`src/rtl/operand_fetch_if.sv`:
```
// Handshake bundle between decode, regfile, writeback and execute
// for the operand fetch stage.
interface operand_fetch_if #(
  parameter int WORDSIZE = 32,
  parameter int REG_AW   = 5,
  parameter int CTRL_W   = 16
);
  logic                in_valid;
  logic                in_ready;
  logic [REG_AW-1:0]   in_rs1;
  logic [REG_AW-1:0]   in_rs2;
  logic [REG_AW-1:0]   in_rd;
  logic                in_rd_we;
  logic [CTRL_W-1:0]   in_ctrl;
  logic [REG_AW-1:0]   rf_read1;
  logic [REG_AW-1:0]   rf_read2;
  logic [WORDSIZE-1:0] rf_out1;
  logic [WORDSIZE-1:0] rf_out2;
  logic                wb_regwrite;
  logic [REG_AW-1:0]   wb_write1;
  logic [WORDSIZE-1:0] wb_data;
  logic                wb_retire;
  logic [REG_AW-1:0]   wb_retire_rd;
  logic                flush;
  logic                out_valid;
  logic                out_ready;
  logic [WORDSIZE-1:0] out_op1;
  logic [WORDSIZE-1:0] out_op2;
  logic [REG_AW-1:0]   out_rd;
  logic                out_rd_we;
  logic [CTRL_W-1:0]   out_ctrl;

  modport slave (
    input  in_valid, in_rs1, in_rs2, in_rd,
    input  in_rd_we, in_ctrl,
    input  rf_out1, rf_out2,
    input  wb_regwrite, wb_write1, wb_data,
    input  wb_retire, wb_retire_rd, flush,
    input  out_ready,
    output in_ready, rf_read1, rf_read2,
    output out_valid, out_op1, out_op2,
    output out_rd, out_rd_we, out_ctrl
  );

  modport master (
    output in_valid, in_rs1, in_rs2, in_rd,
    output in_rd_we, in_ctrl,
    output rf_out1, rf_out2,
    output wb_regwrite, wb_write1, wb_data,
    output wb_retire, wb_retire_rd, flush,
    output out_ready,
    input  in_ready, rf_read1, rf_read2,
    input  out_valid, out_op1, out_op2,
    input  out_rd, out_rd_we, out_ctrl
  );
endinterface

```
`src/rtl/operand_fetch_stage.sv`:
```
// Operand fetch: regfile read, writeback bypass, busy scoreboard
// with RAW/WAW stalls, one output register toward execute.
module operand_fetch_stage #(
  parameter int WORDSIZE = 32,
  parameter int REG_NUM  = 32,
  parameter int REG_AW   = 5,
  parameter int CTRL_W   = 16
) (
  input logic CLK,
  input logic reset,
  operand_fetch_if.slave bus
);

  logic [REG_NUM-1:0]  busy_q, busy_d;
  logic [REG_NUM-1:0]  ret_mask, eff_busy;
  logic                valid_q, valid_d;
  logic [WORDSIZE-1:0] op1_q, op1_d;
  logic [WORDSIZE-1:0] op2_q, op2_d;
  logic [REG_AW-1:0]   rd_q, rd_d;
  logic                rd_we_q, rd_we_d;
  logic [CTRL_W-1:0]   ctrl_q, ctrl_d;
  logic                hazard, ready, accept;
  logic [WORDSIZE-1:0] src1, src2;

  assign bus.rf_read1 = bus.in_rs1;
  assign bus.rf_read2 = bus.in_rs2;

  always_comb begin
    ret_mask = '0;
    if (bus.wb_retire) ret_mask[bus.wb_retire_rd] = 1'b1;
  end

  // x0 is masked out so it can never look busy
  assign eff_busy = busy_q & ~ret_mask
                  & {{(REG_NUM-1){1'b1}}, 1'b0};

  assign hazard = eff_busy[bus.in_rs1]
                | eff_busy[bus.in_rs2]
                | (bus.in_rd_we & eff_busy[bus.in_rd]);

  assign ready  = ~reset & ~bus.flush & ~hazard
                & (~valid_q | bus.out_ready);
  assign accept = bus.in_valid & ready;

  assign bus.in_ready = ready;

  always_comb begin
    src1 = bus.rf_out1;
    unique case (1'b1)
      (bus.in_rs1 == '0): src1 = '0;
      (bus.in_rs1 != '0) && bus.wb_regwrite
        && (bus.wb_write1 == bus.in_rs1):
        src1 = bus.wb_data;
      default: src1 = bus.rf_out1;
    endcase
  end

  always_comb begin
    src2 = bus.rf_out2;
    unique case (1'b1)
      (bus.in_rs2 == '0): src2 = '0;
      (bus.in_rs2 != '0) && bus.wb_regwrite
        && (bus.wb_write1 == bus.in_rs2):
        src2 = bus.wb_data;
      default: src2 = bus.rf_out2;
    endcase
  end

  always_comb begin
    busy_d  = busy_q & ~ret_mask;
    valid_d = valid_q;
    op1_d   = op1_q;
    op2_d   = op2_q;
    rd_d    = rd_q;
    rd_we_d = rd_we_q;
    ctrl_d  = ctrl_q;
    // a flushed writer never retires, so release its register here
    if (bus.flush && valid_q && rd_we_q && rd_q != '0)
      busy_d[rd_q] = 1'b0;
    if (accept) begin
      valid_d = 1'b1;
      op1_d   = src1;
      op2_d   = src2;
      rd_d    = bus.in_rd;
      rd_we_d = bus.in_rd_we;
      ctrl_d  = bus.in_ctrl;
      if (bus.in_rd_we && bus.in_rd != '0)
        busy_d[bus.in_rd] = 1'b1;
    end else if (bus.flush || bus.out_ready) begin
      valid_d = 1'b0;
    end
  end

  always_ff @(posedge CLK) begin
    if (reset) begin
      busy_q  <= '0;
      valid_q <= 1'b0;
      op1_q   <= '0;
      op2_q   <= '0;
      rd_q    <= '0;
      rd_we_q <= 1'b0;
      ctrl_q  <= '0;
    end else begin
      busy_q  <= busy_d;
      valid_q <= valid_d;
      op1_q   <= op1_d;
      op2_q   <= op2_d;
      rd_q    <= rd_d;
      rd_we_q <= rd_we_d;
      ctrl_q  <= ctrl_d;
    end
  end

  assign bus.out_valid = valid_q;
  assign bus.out_op1   = op1_q;
  assign bus.out_op2   = op2_q;
  assign bus.out_rd    = rd_q;
  assign bus.out_rd_we = rd_we_q;
  assign bus.out_ctrl  = ctrl_q;

endmodule

```
`src/flat_wrapper.sv`:
```
// flat-port wrapper written by rule: the top's interface ports become plain ports
module operand_fetch_stage_flat 
#(
  parameter int WORDSIZE = 32,
  parameter int REG_NUM  = 32,
  parameter int REG_AW   = 5,
  parameter int CTRL_W   = 16
)
  (CLK, reset, bus_in_valid, bus_in_rs1, bus_in_rs2, bus_in_rd, bus_in_rd_we, bus_in_ctrl, bus_rf_out1, bus_rf_out2, bus_wb_regwrite, bus_wb_write1, bus_wb_data, bus_wb_retire, bus_wb_retire_rd, bus_flush, bus_out_ready, bus_in_ready, bus_rf_read1, bus_rf_read2, bus_out_valid, bus_out_op1, bus_out_op2, bus_out_rd, bus_out_rd_we, bus_out_ctrl);
  operand_fetch_if #(.WORDSIZE(WORDSIZE), .REG_AW(REG_AW), .CTRL_W(CTRL_W)) bus_i ();
  input logic CLK;
  input logic reset;
  input wire logic [$bits(bus_i.in_valid)-1:0] bus_in_valid;
  input wire logic [$bits(bus_i.in_rs1)-1:0] bus_in_rs1;
  input wire logic [$bits(bus_i.in_rs2)-1:0] bus_in_rs2;
  input wire logic [$bits(bus_i.in_rd)-1:0] bus_in_rd;
  input wire logic [$bits(bus_i.in_rd_we)-1:0] bus_in_rd_we;
  input wire logic [$bits(bus_i.in_ctrl)-1:0] bus_in_ctrl;
  input wire logic [$bits(bus_i.rf_out1)-1:0] bus_rf_out1;
  input wire logic [$bits(bus_i.rf_out2)-1:0] bus_rf_out2;
  input wire logic [$bits(bus_i.wb_regwrite)-1:0] bus_wb_regwrite;
  input wire logic [$bits(bus_i.wb_write1)-1:0] bus_wb_write1;
  input wire logic [$bits(bus_i.wb_data)-1:0] bus_wb_data;
  input wire logic [$bits(bus_i.wb_retire)-1:0] bus_wb_retire;
  input wire logic [$bits(bus_i.wb_retire_rd)-1:0] bus_wb_retire_rd;
  input wire logic [$bits(bus_i.flush)-1:0] bus_flush;
  input wire logic [$bits(bus_i.out_ready)-1:0] bus_out_ready;
  output wire logic [$bits(bus_i.in_ready)-1:0] bus_in_ready;
  output wire logic [$bits(bus_i.rf_read1)-1:0] bus_rf_read1;
  output wire logic [$bits(bus_i.rf_read2)-1:0] bus_rf_read2;
  output wire logic [$bits(bus_i.out_valid)-1:0] bus_out_valid;
  output wire logic [$bits(bus_i.out_op1)-1:0] bus_out_op1;
  output wire logic [$bits(bus_i.out_op2)-1:0] bus_out_op2;
  output wire logic [$bits(bus_i.out_rd)-1:0] bus_out_rd;
  output wire logic [$bits(bus_i.out_rd_we)-1:0] bus_out_rd_we;
  output wire logic [$bits(bus_i.out_ctrl)-1:0] bus_out_ctrl;
  assign bus_i.in_valid = bus_in_valid;
  assign bus_i.in_rs1 = bus_in_rs1;
  assign bus_i.in_rs2 = bus_in_rs2;
  assign bus_i.in_rd = bus_in_rd;
  assign bus_i.in_rd_we = bus_in_rd_we;
  assign bus_i.in_ctrl = bus_in_ctrl;
  assign bus_i.rf_out1 = bus_rf_out1;
  assign bus_i.rf_out2 = bus_rf_out2;
  assign bus_i.wb_regwrite = bus_wb_regwrite;
  assign bus_i.wb_write1 = bus_wb_write1;
  assign bus_i.wb_data = bus_wb_data;
  assign bus_i.wb_retire = bus_wb_retire;
  assign bus_i.wb_retire_rd = bus_wb_retire_rd;
  assign bus_i.flush = bus_flush;
  assign bus_i.out_ready = bus_out_ready;
  assign bus_in_ready = bus_i.in_ready;
  assign bus_rf_read1 = bus_i.rf_read1;
  assign bus_rf_read2 = bus_i.rf_read2;
  assign bus_out_valid = bus_i.out_valid;
  assign bus_out_op1 = bus_i.out_op1;
  assign bus_out_op2 = bus_i.out_op2;
  assign bus_out_rd = bus_i.out_rd;
  assign bus_out_rd_we = bus_i.out_rd_we;
  assign bus_out_ctrl = bus_i.out_ctrl;
  operand_fetch_stage #(.WORDSIZE(WORDSIZE), .REG_NUM(REG_NUM), .REG_AW(REG_AW), .CTRL_W(CTRL_W)) u_core (.CLK(CLK), .reset(reset), .bus(bus_i));
endmodule
```
`config.mk`:
```
export PLATFORM = sky130hd
export DESIGN_NAME = operand_fetch_stage_flat
export DESIGN_NICKNAME = d
export VERILOG_FILES = /design/src/rtl/operand_fetch_if.sv /design/src/rtl/operand_fetch_stage.sv /design/src/flat_wrapper.sv
export SDC_FILE = /design/constraint.sdc
export NUM_CORES = 1
export LEC_CHECK = 0
export ABC_CLOCK_PERIOD_IN_PS = 4500
export BUFFER_PORTS_ARGS = -buffer_cell sky130_fd_sc_hd__clkbuf_2
export CAP_MARGIN = 20
export CORE_ASPECT_RATIO = 1.5
export CORE_MARGIN = 2
export CORE_UTILIZATION = 35
export CTS_CLUSTER_SIZE = 20
export DETAILED_ROUTE_END_ITERATION = 6
export GPL_TIMING_DRIVEN = 0
export MAX_ROUTING_LAYER = met4
export PLACE_DENSITY = 0.63
export SYNTH_ARGS = -nofsm -noshare
export SYNTH_HDL_FRONTEND = slang
export SYNTH_SLANG_ARGS = --single-unit
```
`constraint.sdc`:
```
create_clock -name CLK -period 4.5 [get_ports CLK]
set_input_delay 0 -clock CLK [delete_from_list [all_inputs] [get_ports CLK]]
set_output_delay 0 -clock CLK [all_outputs]
set_load 0.02 [all_outputs]
```
# ---- After elaboration in Yosys (flattened, before gate mapping)
# Cells that the tools add are included.
dict set report word_totals {
  regBits 119
  input_bits 145
  elab_cells 73
}
dict set report op_classes {
  bitwise_logic 17
  muxes 20
  n_eq_ne 2
  reduce_logical 19
  n_lt_le_gt_ge 8
}
# cell count
set op_table {}
lappend op_table {{32-bit 2-to-1 mux} 4}
lappend op_table {{32-bit case mux with 2 select lines} 2}
lappend op_table {{32-bit AND} 2}
lappend op_table {{32-bit NOT} 2}
lappend op_table {{32-bit OR} 1}
lappend op_table {{5-bit by 6-bit < comparator with 1-bit output (second input constant)} 5}
lappend op_table {{5-bit nonzero test} 4}
lappend op_table {{1-bit binary-select mux with 5-bit select} 3}
lappend op_table {{1-bit demux with 5-bit select} 3}
lappend op_table {{5-bit by 1-bit >= comparator with 1-bit output (second input constant)} 3}
lappend op_table {{1-bit logical AND} 11}
lappend op_table {{5-bit == test} 2}
lappend op_table {{5-bit logical NOT} 2}
lappend op_table {{1-bit 2-to-1 mux} 8}
lappend op_table {{1-bit AND} 5}
lappend op_table {{1-bit NOT} 4}
lappend op_table {{1-bit OR} 3}
lappend op_table {{2-bit nonzero test} 1}
lappend op_table {{1-bit logical OR} 1}

# ---- Logic depth before layout (Yosys ltp)
dict set report logic_depth {
  word_depth 16
  ltp_mapped 12
  ltp_nobuf 8
}

# ---- Least setup slack after synthesis
# Ideal clock, no wire load.
dict set report synth_timing {
  path_type {input to register}
  start {in bus_wb_retire_rd[1]}
  end {reg u_core.op1_q[16], in the netlist u_core.bus.out_op1[16]}
  cell_stages 11
  setup_ps 149
  required_time_ps 4351
  arrival_time_ps 2309
  path_slack_ps 2042
  path_buffers 3
  cell_sequence {buf_2 or2_1 clkbuf_1 o21ai_1 inv_1 a2111oi_0 o2bb2ai_1 nor4_2 and2_1 clkbuf_1 a311oi_1}
}
dict set report synth_between {
  elab_chain_cells 15
}
# item line
set synth_lines {}
lappend synth_lines {{from (decl)} flat_wrapper.sv:25} ;# input wire logic [$bits(bus_i.wb_retire_rd)-1:0] bus_wb_retire_rd;
lappend synth_lines {{5-bit by 6-bit < comparator with 1-bit output (implied by the code) / 5-bit by 1-bit >= comparator with 1-bit output (equally long branches)} operand_fetch_stage.sv:30} ;# if (bus.wb_retire) ret_mask[bus.wb_retire_rd] = 1'b1;
lappend synth_lines {{1-bit logical AND (implied by the code)} operand_fetch_stage.sv:30}
lappend synth_lines {{1-bit 2-to-1 mux (implied by the code)} operand_fetch_stage.sv:30}
lappend synth_lines {{1-bit demux with 5-bit select *} -}
lappend synth_lines {{32-bit 2-to-1 mux *} operand_fetch_stage.sv:30}
lappend synth_lines {{32-bit NOT *} operand_fetch_stage.sv:34} ;# assign eff_busy = busy_q & ~ret_mask
lappend synth_lines {{32-bit AND *} operand_fetch_stage.sv:34}
lappend synth_lines {{1-bit binary-select mux with 5-bit select (on tied branches)} {operand_fetch_stage.sv:37, operand_fetch_stage.sv:38, operand_fetch_stage.sv:39}}
lappend synth_lines {{1-bit 2-to-1 mux (on tied branches)} {operand_fetch_stage.sv:37, operand_fetch_stage.sv:38, operand_fetch_stage.sv:39}}
lappend synth_lines {{1-bit OR / 1-bit AND (equally long branches)} {operand_fetch_stage.sv:38, operand_fetch_stage.sv:39}}
lappend synth_lines {{1-bit OR *} operand_fetch_stage.sv:39} ;# | (bus.in_rd_we & eff_busy[bus.in_rd]);
lappend synth_lines {{1-bit NOT *} operand_fetch_stage.sv:41} ;# assign ready = ~reset & ~bus.flush & ~hazard
lappend synth_lines {{1-bit AND *} operand_fetch_stage.sv:41}
lappend synth_lines {{1-bit AND *} operand_fetch_stage.sv:42} ;# & (~valid_q | bus.out_ready);
lappend synth_lines {{named net bus_in_ready} flat_wrapper.sv:28} ;# output wire logic [$bits(bus_i.in_ready)-1:0] bus_in_ready;
lappend synth_lines {{1-bit AND *} operand_fetch_stage.sv:43} ;# assign accept = bus.in_valid & ready;
lappend synth_lines {{to (signal assigned)} operand_fetch_stage.sv:106} ;# op1_q <= op1_d;
lappend synth_lines {{to (decl)} operand_fetch_stage.sv:17} ;# logic [WORDSIZE-1:0] op1_q, op1_d;
# Mark *: on every way through the listed nets, which the timed path passes. The rest lies on a longest branch. The select of a mux whose other input is x is not followed.
# A chain may end at the register's enable or synchronous reset.

# ---- Worst setup path after layout
dict set report layout_timing {
  start {in bus_wb_retire_rd[1]}
  end {reg u_core.valid_q, in the netlist u_core.bus.out_valid}
}
dict set report layout_between {
  elab_chain_cells 16
}
# item line
set layout_lines {}
lappend layout_lines {{5-bit by 6-bit < comparator with 1-bit output (implied by the code) / 5-bit by 1-bit >= comparator with 1-bit output (equally long branches)} operand_fetch_stage.sv:30}
lappend layout_lines {{1-bit logical AND (implied by the code)} operand_fetch_stage.sv:30}
lappend layout_lines {{1-bit 2-to-1 mux (implied by the code)} operand_fetch_stage.sv:30}
lappend layout_lines {{1-bit demux with 5-bit select *} -}
lappend layout_lines {{32-bit 2-to-1 mux *} operand_fetch_stage.sv:30}
lappend layout_lines {{32-bit NOT *} operand_fetch_stage.sv:34}
lappend layout_lines {{32-bit AND *} operand_fetch_stage.sv:34}
lappend layout_lines {{1-bit binary-select mux with 5-bit select (on tied branches)} {operand_fetch_stage.sv:37, operand_fetch_stage.sv:38, operand_fetch_stage.sv:39}}
lappend layout_lines {{1-bit 2-to-1 mux (on tied branches)} {operand_fetch_stage.sv:37, operand_fetch_stage.sv:38, operand_fetch_stage.sv:39}}
lappend layout_lines {{1-bit OR / 1-bit AND (equally long branches)} {operand_fetch_stage.sv:38, operand_fetch_stage.sv:39}}
lappend layout_lines {{1-bit OR *} operand_fetch_stage.sv:39}
lappend layout_lines {{1-bit NOT *} operand_fetch_stage.sv:41}
lappend layout_lines {{1-bit AND *} operand_fetch_stage.sv:41}
lappend layout_lines {{1-bit AND *} operand_fetch_stage.sv:42}
lappend layout_lines {{1-bit AND *} operand_fetch_stage.sv:43}
lappend layout_lines {{1-bit 2-to-1 mux / 2-bit nonzero test (equally long branches)} -}
lappend layout_lines {{to (signal assigned)} operand_fetch_stage.sv:105} ;# valid_q <= valid_d;
lappend layout_lines {{to (decl)} operand_fetch_stage.sv:16} ;# logic valid_q, valid_d;
# Mark *: on every way between the ends. The rest lies on a longest branch, timed or not. The select of a mux whose other input is x is not followed.

==> impl_metrics.toml <==
[clock_network]
clk_latency_ns = 0.42
cts_tree = "done"
clock_path_buffers = 2
clock_sinks = 118
cts_buffers = 17
cts_root_buf = "clkbuf_16"
clkSlewWorstSetupHoldPaths_ns = 0.06
cts_resized = 0
cts_max_level = 4

[drt]
drt_iter0_drc = 685
drt.antenna.violating_nets = 0
wl_per_cell_um = 20.8
drc = 0
avgViaCountPerCell = 5.85
vias = 8868
detail_route.first_pass.iterations = 5
routed_wl_um = 31500

[placed_design]
gp_congestion = 0.974
hpwl_um = 23500
portBuffers = 234

[timing]
fin_setup_tns_ns = 0
finalCritPeriodShare_pct = 79.4
finalSetupViolations = 0
fin_hold_ws_ns = -0.00803
clock-skew-final_ns = 0.0143
fmax_mhz = 280
grt_setup_unrepaired = "false"
finalMaxSlewViolations = 0
layout_min_cycle_time_ns = 3.57
hold_viol_final = 2
slew-limit-headroom_pct = 34.6
worst_pin_slew_ns = 0.977

[outcome]
status = "finished, violations left"
violations = "negative hold slack"

[job]
drv_cap = 0

[die]
initial_core_util_pct = 35.8
ioPinCount = 243
row_count = 63
die_area_mm2 = 0.0215
dieHeight_um = 179
placeableCoreArea_mm2 = 0.0199
die_w_um = 120

[critical_path]
critPathMaxFanout = 10
required_ns = 4.86
end_kind = "flop"
worstSetupStartpointType = "input pin"
criticalPathCategory = "input pin to flop"
worst_ep_arrival_time_ns = 3.93

[yosys]
synth_ff_type = "dfxtp_1"
synth-async-reset-ratio_pct = 0
synth_cells = 917
ys_ff_latch = 118
synth_edf_count = 0
syn_avg_cell_area_um2 = 7.75
synth-seq-area-share_pct = 33.2
yosys.area.top_type_share_pct = 33.2
synth.net_count = 1062
synthTopCellsByArea = "dfxtp_1, a311oi_1, a31oi_1, nor2_1, nand2_1"
syn_area_mm2 = 0.00711
yosysTopAreaCell = "dfxtp_1"
ys_types = 62
yosys_warnings = 0
yosysMostFrequentCell = "dfxtp_1"
synthTopCellsByCount = "dfxtp_1, nor2_1, nand2_1, a31oi_1, clkbuf_1"

[global_route]
gr-total-overflow = 0
antenna_found_initial = 0
grt_max_degree = 17
grt_pass1_wl_um = 47600
gr-usage-met1_pct = 30.2
grt_busiest_layer = "met2"
use_met3_pct = 4.35
track_usage_pct = 29.2
grt_pass1_vias = 8849
grt_use_met2_pct = 52.8

[finish]
multi_input_area_mm2 = 0.00423
layout.area.seq_mm2 = 0.00236
num-fill-cells = 2002
syn_to_final_growth_pct = 40.8
antenna_cells = 0
nets = 1389
drive_gt1_share_pct = 25.2

[power]
clkPwrFrac_pct = 45.8
p_sw_share_pct = 29.1
combPwrFrac_pct = 20.6
p_sw_uw = 987
internal_power_uw = 2400
p_per_area_mw_per_mm2 = 339
seqPwrFrac_pct = 33.6
p_leak_uw = 0.00420
max-vdd-ir-drop_mv = 0.286

[min_path]
min_path_type = "input pin to flop"
-- worst paths after layout --
| check | cells after the start | slack, ns | end | startpoint |
|---|---|---|---|---|
| max | 12 | 0.93 | u_core.bus.out_valid$_SDFFE_PP0P_ | bus_wb_retire_rd[1] |
| min | 5 | -0.008 | u_core.bus.out_op1[9]$_SDFFE_PP0P_ | bus_rf_out1[9] |
| max reg2reg | 10 | 1.21 | u_core.bus.out_valid$_SDFFE_PP0P_ | u_core.busy_q[21]$_SDFF_PP0_ |
| min reg2reg | 2 | 0.46 | u_core.bus.out_ctrl[1]$_SDFFE_PP0P_ | u_core.bus.out_ctrl[1]$_SDFFE_PP0P_ |
-- through the flow --
step           setup slack, ns  std cells  power (µW)  util (%)  area (µm²)
2_1_floorplan             2.04        917        1540         -        7110
3_3_place_gp             0.822       1411        1790      43.3        8610
3_5_place_dp             0.794       1411        1790      43.3        8610
4_1_cts                   1.02       1516        3380      50.4       10000
5_1_grt                  0.686       1516        3490      50.4       10000
6_report                 0.926       1516        3390      50.4       10000
-- cell usage in the layout (no fill, tap or decap), drive strengths merged, types with 5 or more instances in the layout --
cell type / netlist / layout
nor2b: 21 / 21
buf: 36 / 36
nand3b: 5 / 5
xnor2: 8 / 8
mux2: 23 / 23
dlygate4sd3: 0 / 74
o31ai: 33 / 33
o21ai: 40 / 40
inv: 10 / 11
a31oi: 69 / 69
dfxtp: 118 / 118
a22oi: 6 / 6
mux2i: 6 / 6
clkbuf: 69 / 324
nor2: 112 / 112
o211ai: 14 / 14
nand2b: 13 / 13
bufinv: 0 / 5
nand4: 6 / 6
or3: 13 / 13
a311oi: 64 / 64
o2111ai: 10 / 10
a21oi: 65 / 65
clkinv: 2 / 6
nand2: 87 / 87
nand3: 20 / 20
-- kinds of logic after synthesis --
kind of cell | count (synthesis) | synth area share, %
compound gates | 331 | 31.8
buf+inv | 117 | 7.32
flops | 118 | 33.2
simple gates | 306 | 20.4
mux | 33 | 5.75
xor+xnor | 12 | 1.48
-- power by group through the flow --
| stage | Sequential, µW | Combinational [µW] | Clock (µW) |
|---|---|---|---|
| 2_1_floorplan | 1220 | 320 | 0 |
| 3_3_place_gp | 1160 | 630 | 0 |
| 3_5_place_dp | 1160 | 632 | 0 |
| 4_1_cts | 1140 | 689 | 1550 |
| 5_1_grt | 1140 | 749 | 1600 |
| 6_report | 1140 | 698 | 1550 |
-- final cells by class --
cell class / count / share of cell area [%]
Inverter: 12 / 0.450
Clock inverter: 10 / 1.94
Multi-Input combinational cell: 682 / 42.2
Timing Repair Buffer: 308 / 19.1
Clock buffer: 21 / 4.70
Sequential cell: 118 / 23.6
Tap cell: 260 / 3.25
Buffer: 105 / 4.75
-- critical path: stages --
cell and delay, ns:
buf_2 0.16, or2_1 0.24, clkbuf_1 0.30, o21ai_0 0.76
a221oi_1 0.19, o211a_1 0.19, o2bb2ai_1 0.13, nor4_2 0.56
nand3_2 0.37, buf_2 0.32, o31ai_1 0.11, dlygate4sd3_1 0.60
-- metal layers --
layer	part of all wire (%)	up-vias	routed length [µm]
met5	0	-	0
met4	5.4	0	1710
met3	6.8	116	2150
met2	52	513	16500
met1	35	4130	11100
li1	-	4109	-
-- state kept, by name, indices dropped and copies added (netlist names) --
name / count
u_core.bus.out_ctrl: 16
u_core.bus.out_op1: 32
u_core.bus.out_op2: 32
u_core.bus.out_rd: 5
u_core.bus.out_rd_we: 1
u_core.bus.out_valid: 1
u_core.busy_q: 31
-- timing repair --
action	4_1_cts	5_1_grt
hold endpoints to repair	71	0
setup buffers	0	0
hold buffers	74	0
Power figures use the tool's default switching activity.
